==> src/rtl/mem_responder_pkg.sv <==
// Shared types and constants for the word-addressed memory responder.
package mem_responder_pkg;

  typedef enum logic [1:0] {
    IDLE = 2'd0,
    WAIT = 2'd1,
    RESP = 2'd2
  } state_t;

  localparam int DEF_DATA_W = 16;

  // Bit used to fill rdata when an access falls outside the implemented words.
  localparam logic ERR_FILL = 1'b1;

endpackage

==> src/rtl/mem_array.sv <==
// DEPTH x DATA_W storage: one synchronous write port, one asynchronous read port.
module mem_array
  import mem_responder_pkg::*;
#(
  parameter int DATA_W = DEF_DATA_W,
  parameter int ADDR_W = 8,
  parameter int DEPTH  = 256
) (
  input  logic              clk,
  input  logic              wr_en,
  input  logic [ADDR_W-1:0] wr_addr,
  input  logic [DATA_W-1:0] wr_data,
  input  logic [ADDR_W-1:0] rd_addr,
  output logic [DATA_W-1:0] rd_data
);

  logic [DATA_W-1:0] mem [DEPTH];

  always_ff @(posedge clk) begin
    if (wr_en) mem[wr_addr] <= wr_data;
  end

  assign rd_data = mem[rd_addr];

endmodule

==> src/rtl/mem_responder.sv <==
// Responder end of the CPU fetch/load/store bus: req/ack handshake with
// programmable wait states, plus a side-band preload port usable while idle.
module mem_responder
  import mem_responder_pkg::*;
#(
  parameter int DATA_W      = DEF_DATA_W,
  parameter int ADDR_W      = 8,
  parameter int DEPTH       = 256,
  parameter int WAIT_CYCLES = 2
) (
  input  logic              clk,
  input  logic              rst,
  input  logic              req,
  input  logic              we,
  input  logic [ADDR_W-1:0] addr,
  input  logic [DATA_W-1:0] wdata,
  output logic [DATA_W-1:0] rdata,
  output logic              ack,
  output logic              err,
  output logic              busy,
  input  logic              load_en,
  input  logic [ADDR_W-1:0] load_addr,
  input  logic [DATA_W-1:0] load_data
);

  localparam logic [ADDR_W:0] DEPTH_LIM = (ADDR_W + 1)'(DEPTH);
  localparam logic [3:0]      WAIT_INIT = 4'(WAIT_CYCLES);

  state_t            state;
  logic [3:0]        cnt;
  logic [ADDR_W-1:0] addr_p0;
  logic              we_p0;
  logic [DATA_W-1:0] wdata_p0;
  logic              accept;
  logic              req_in_range;
  logic              load_in_range;
  logic              mem_we;
  logic [ADDR_W-1:0] mem_waddr;
  logic [DATA_W-1:0] mem_wdata;
  logic [DATA_W-1:0] mem_rdata;

  // The preload port has priority; a coincident req is simply resampled next cycle.
  assign accept        = (state == IDLE) && req && !load_en;
  assign req_in_range  = {1'b0, addr_p0} < DEPTH_LIM;
  assign load_in_range = {1'b0, load_addr} < DEPTH_LIM;

  always_comb begin
    mem_we    = 1'b0;
    mem_waddr = addr_p0;
    mem_wdata = wdata_p0;
    if (!rst) begin
      if (state == IDLE && load_en) begin
        mem_we    = load_in_range;
        mem_waddr = load_addr;
        mem_wdata = load_data;
      end else if (state == RESP) begin
        mem_we = we_p0 && req_in_range;
      end
    end
  end

  mem_array #(
    .DATA_W (DATA_W),
    .ADDR_W (ADDR_W),
    .DEPTH  (DEPTH)
  ) u_mem (
    .clk     (clk),
    .wr_en   (mem_we),
    .wr_addr (mem_waddr),
    .wr_data (mem_wdata),
    .rd_addr (addr_p0),
    .rd_data (mem_rdata)
  );

  // Request capture stage: held for the whole transaction.
  always_ff @(posedge clk) begin
    if (accept) begin
      addr_p0  <= addr;
      we_p0    <= we;
      wdata_p0 <= wdata;
    end
  end

  always_ff @(posedge clk) begin
    if (rst) begin
      state <= IDLE;
      ack   <= 1'b0;
      err   <= 1'b0;
      busy  <= 1'b0;
      rdata <= '0;
      cnt   <= '0;
    end else begin
      ack <= 1'b0;
      err <= 1'b0;
      case (state)
        IDLE: begin
          busy <= accept;
          if (accept) begin
            cnt   <= WAIT_INIT;
            state <= (WAIT_CYCLES > 0) ? WAIT : RESP;
          end
        end
        WAIT: begin
          cnt <= cnt - 4'd1;
          if (cnt == 4'd1) state <= RESP;
        end
        RESP: begin
          ack   <= 1'b1;
          state <= IDLE;
          if (!req_in_range) begin
            err   <= 1'b1;
            rdata <= {DATA_W{ERR_FILL}};
          end else if (we_p0) begin
            rdata <= '0;
          end else begin
            rdata <= mem_rdata;
          end
        end
        default: state <= IDLE;
      endcase
    end
  end

endmodule

==> config.mk <==
export PLATFORM = sky130hd
export DESIGN_NAME = mem_responder
export DESIGN_NICKNAME = d
export VERILOG_FILES = /design/src/rtl/mem_responder_pkg.sv /design/src/rtl/mem_array.sv /design/src/rtl/mem_responder.sv
export SDC_FILE = /design/constraint.sdc
export NUM_CORES = 2
export LEC_CHECK = 0
export CORE_MARGIN = 5
export CORE_UTILIZATION = 50
export CTS_BUF_LIST = sky130_fd_sc_hd__clkbuf_8
export CTS_CLUSTER_SIZE = 14
export DETAILED_ROUTE_END_ITERATION = 16
export PLACE_DENSITY = 0.64
export SYNTH_ARGS = -nofsm -noshare
export SYNTH_HDL_FRONTEND = slang
export SYNTH_HIERARCHICAL = 1
export SYNTH_SLANG_ARGS = --single-unit
export TNS_END_PERCENT = 50
==> constraint.sdc <==
create_clock -name clk -period 6.6 [get_ports clk]
set_input_delay 1.65 -clock clk [delete_from_list [all_inputs] [get_ports clk]]
set_output_delay 1.65 -clock clk [all_outputs]
set_load 0.02 [all_outputs]
# After elaboration in Yosys (flattened, before gate mapping)
# Memory sizes are Yosys's and may differ from the RTL's. A register that Yosys moved wholly into a read port is not among the register bits.
# Index checks and enable logic that the tools add are counted.
[classes]
add_sub_neg = 1
shift = 0
n_div = 0
magnitude_cmp = 0
eq_ne = 5
n_bitwise = 0
reduce_logical = 8
mul = 0
muxes = 17
[op_table]
columns = ["cell", "n"]
rows = [
  ["two-way mux 16 bit", 3],
  ["two-way mux 8 bit", 3],
  ["one-hot mux 4 bit (2 select lines)", 1],
  ["two-way mux 1 bit", 6],
  ["equality test 4 x 1 -> 1 bit (second input constant)", 1],
  ["two-way mux 2 bit", 2],
  ["two-way mux 4 bit", 1],
  ["!= test 2 bit (second input constant)", 2],
  ["one-hot mux 2 bit (2 select lines)", 1],
  ["AND reduction 2 bit", 2],
  ["subtractor 4 x 1 -> 4 bit (second input constant)", 1],
  ["logical AND 1 bit", 3],
  ["equality test 2 x 1 -> 1 bit (second input constant)", 1],
  ["equality test 2 bit (second input constant)", 1],
  ["zero test 2 bit", 1],
  ["nonzero test 2 bit", 1],
  ["zero test 1 bit", 1],
]
[totals]
rom_bits = 0
word_cells = 40
regBits = 49
ramBits = 4096
latchBits = 0
in_bits = 53
memories = 1
output_inout_bits = 19
[mem_list]
columns = ["memory", "words", "width", "rd", "rd_clocked_by_memory_dff", "write_ports", "line_no", "text"]
rows = [
  ["u_mem.mem", 256, 16, 1, 1, 1, "mem_array.sv:17", "logic [DATA_W-1:0] mem [DEPTH];"],
]

# Depth between registers and ports, before layout
[logic_depth]
depth_word = 6
depth_mapped = 13
depth_no_buf = 7

# Modules after synthesis
# Netlist, hierarchy kept.
[modules_own_cells]
columns = ["mod", "seq_area_each_um2", "n_inst", "cells_each", "area_each_um2"]
rows = [
  ["mem_array", 122998.0, 1, 7344, 158394.4],
  ["mem_responder", 1231.2, 1, 131, 1944.4],
]

# Worst setup path after synthesis
# Ideal clock, no wire load.
[synth_path]
path_kind = "input -> register"
start = "input port rst"
end = "memory u_mem/mem[0][5] (netlist bit), data pin"
slack_ps = 349
arrival_time_ps = 5440
n_path_buf = 2
t_required_ps = 5789
path_stages = 4
setup_time_ps = 811
path_cell_list = "buf_2 > nor4b_4 > buf_6 > mux2_1"
[synth_via]
elab_chain_len = 1
[synth_lines]
columns = ["item", "line_no", "text"]
rows = [
  ["from (decl)", "mem_responder.sv:12", "input logic rst,"],
  ["two-way mux 16 bit", "mem_responder.sv:51", "if (!rst) begin"],
  ["net mem_wdata[5]", "mem_responder.sv:39", "logic [DATA_W-1:0] mem_wdata;"],
  ["to (decl)", "mem_array.sv:17", ""],
]
# The timed path passes the listed nets, and every way through them passes these cells.

# Worst setup path in the final report
[layout_path]
start = "input port rst"
end = "memory u_mem/mem[65][13] (netlist bit) (enable)"
[layout_via]
elab_cells_between_ends = 4
classes_between = "mux (4)"
[layout_lines]
columns = ["item", "line_no", "text"]
rows = [
  ["two-way mux 8 bit", "mem_responder.sv:51", ""],
  ["net mem_waddr[1]", "mem_responder.sv:38", "logic [ADDR_W-1:0] mem_waddr;"],
]
# The timed path passes the listed nets, and every way through them passes these cells.

==> flow_metrics.tcl <==
set metrics [dict create \
    status "finished, final reports clean" \
    crit_slowest_cell "nand3_2" \
    grt_max_degree 145 \
    io-pin-count 72 \
    crit_family "simple AND/OR/NAND/NOR gates" \
    reg2regPathDepth 7 \
    hold_path.startpoint "cnt[3]" \
    slowest_delay_ns 0.84 \
    critPathRequiredTime_ns 7.38 \
    grt_first_pass_wirelength_um 606000 \
    power.total_w 0.0519 \
    drive_above_1_share_pct 25.4 \
    vias 81900 \
    syn_nets 7530 \
    synth_most_common_cell "edfxtp_1" \
    netlist-cell-type-count 61 \
    coreArea_mm2 0.320 \
    ir_drop_mv 0.187 \
    post-synth-top-area-cell "edfxtp_1" \
    numCtsBuffers 649 \
    hold_path.class "flop to flop" \
    cap_violations 0 \
    gp_congestion 0.960 \
    grt_pass1_vias 81000 \
    ys_ff_latch 4145 \
    slew_headroom_pct 7.16 \
    cts_resized 0 \
    worstSetupStartpointType "input pin" \
    busiest_layer "met2" \
    cts.sinks 4145 \
    grt_overflow_total 0 \
    avgViaCountPerCell 6.36 \
    finalCritPeriodShare_pct 79.5 \
    initial_utilization_pct 50.1 \
    firstDrtPassIters 6 \
    area_delta_synth_final_pct 12.2 \
    arrival_ns 6.02 \
    crit_type "input pin to flop" \
    rr_startpoint "addr_p0[0]" \
    synth-edff-count 4121 \
    antenna_left 0 \
    holdWs_ns 0.572 \
    clock_skew_ns 0.0868 \
    use_met1_pct 36.7 \
    fin_crit_ns 5.25 \
    path_clk_slew_ns 0.06 \
    die_area_mm2 0.332 \
    timing.final.hold_violations 0 \
    synth-async-reset-ratio_pct 0 \
    clock.fmax_ghz 0.191 \
    row_count 208 \
    drt-initial-drc-count 11300 \
    ys_top_cells_by_count "4121 x edfxtp_1, 797 x mux4_2, 565 x mux2i_1" \
    postSynthCellCount 7475 \
    grt_usage_pct 25.6 \
    hold_path_depth 2 \
    clockRootBuffer "clkbuf_8" \
    dp_hpwl_um 262000 \
    worst_setup_path_end_kind "flop" \
    synth_area_leaders "edfxtp_1 77%, mux4_2 11%, mux2i_1 3.5%" \
    worstPathCellList "clkdlybuf4s50_1 > nor4b_4 > buf_4 > mux2_2 > nor2b_1 > nand3_2 > buf_4 > nor2_2" \
    worst_pin_slew_ns 1.38 \
    portBuffers 70 \
    finalNetCount 8224 \
    wirelength_um 430000 \
    power_leakage_nw 57.9 \
    drc_errors 0 \
    htree_levels 6 \
    die_y_um 576 \
    cp_max_fo 16 \
    yosysTopAreaCellShare_pct 77.2 \
    cts_tree "done" \
    dominantRegCellSynth "edfxtp_1" \
    timing.rr.end "u_mem/mem[65][13]" \
    cts_buffer_depth 4 \
    reg2reg_slack_ns 1.53 \
    syn_area_per_cell_um2 21.5 \
    grtUsageMet3_pct 6.39 \
    gr-usage-met2_pct 38.5 \
    cp_num_buf_inv 3 \
    crit_top_cell "buf_4" \
    seq_area_frac_synth_pct 77.5 \
    setup_viol 0 \
    clock_latency_ns 1.23 \
    die_w_um 576 \
    p_per_area_mw_per_mm2 288 \
    setup-tns-final_ns 0 \
    drv_slew 0 \
    rsz0062_at_grt "no" \
    yosys_warnings 6 \
    syn_area_mm2 0.160 \
    antenna_found_initial 20 \
    postCtsSetupRepairBufs 0 \
    hold-path-endpoint "state[1]" \
    drt-wirelength-per-cell_um 33.4 \
    cts_hold_buf 0 \
]
==> worst register-to-register path, stage by stage (launching register included) <==
cell	delay, ns
edfxtp_1	1.00
buf_12	0.31
buf_12	0.33
mux2_2	0.35
nor2b_1	0.58
nand3_2	0.84
buf_4	0.51
nor2_2	0.74
==> power by group <==
part | switching [W] | internal, W
combinational | 0.00192 | 0.000799
clock | 0.0102 | 0.00975
sequential | 0.0000193 | 0.0292
==> worst max path at each step <==
| stage | depth (start not counted) | slack, ns | end | startpoint |
|---|---|---|---|---|
| after floorplan | 4 | 0.35 | u_mem/mem[0][5] | rst |
| final | 8 | 1.35 | u_mem/mem[65][13] | rst |
| after global placement | 8 | 0.54 | u_mem/mem[65][11] | rst |
| after CTS | 8 | 1.53 | u_mem/mem[65][14] | rst |
| after detailed placement | 8 | 0.26 | u_mem/mem[65][11] | rst |
| after global routing | 8 | 1.30 | u_mem/mem[65][14] | rst |
==> cell usage in the layout (no fill, tap or decap), types with 97 or more instances in the layout <==
cell type	n
edfxtp_1	4121
mux4_2	797
clkbuf_8	655
mux2i_1	565
buf_4	376
nor2_1	264
o221ai_1	252
inv_1	223
a21oi_1	177
clkinv_1	157
o22ai_1	148
mux2_2	97
==> kinds of logic after synthesis <==
group                    synth area share, %
XOR/XNOR                             0.00546
multiplexers                            15.5
other                                0.00234
flip-flops                              77.5
AO/OA/AOI/OAI                           3.61
adder cells (fa/ha/maj)               0.0156
buffers and inverters                   1.72
AND/OR/NAND/NOR                         1.65
==> final cells by class <==
class | count | area (µm²)
tap | 4200 | 5260
timing repair buffer | 504 | 4680
inverter | 7 | 38.8
fill | 23600 | 140000
multi-input combinational | 2862 | 33800
clock buffer | 655 | 9010
sequential | 4145 | 124000
clock inverter | 505 | 2880
antenna | 9 | 22.5
==> sequential cells by signal (all words and copies together), names as in the netlist <==
name	count
wdata_p0	16
cnt	4
u_mem/mem	4096
ack	1
we_p0	1
addr_p0	8
rdata	16
busy	1
state	2
==> stage by stage <==
step                      cells  setup slack, ns  utilization, %  area (µm²)
after CTS                 12900             1.53            56.2      180000
after global placement    11700            0.544            52.5      168000
after global routing      12900             1.30            56.2      180000
final                     12900             1.35            56.2      180000
after detailed placement  11700            0.259            52.5      168000
after floorplan            7475            0.349               -      160000
==> metal layers <==
| metal | vias to the layer above | share of wire, % |
|---|---|---|
| met5 | - | 0.040 |
| met4 | 12 | 4.0 |
| met3 | 761 | 11 |
| met2 | 4990 | 46 |
| met1 | 42900 | 39 |
| li1 | 33200 | - |
(Power assumes the default switching activity.)
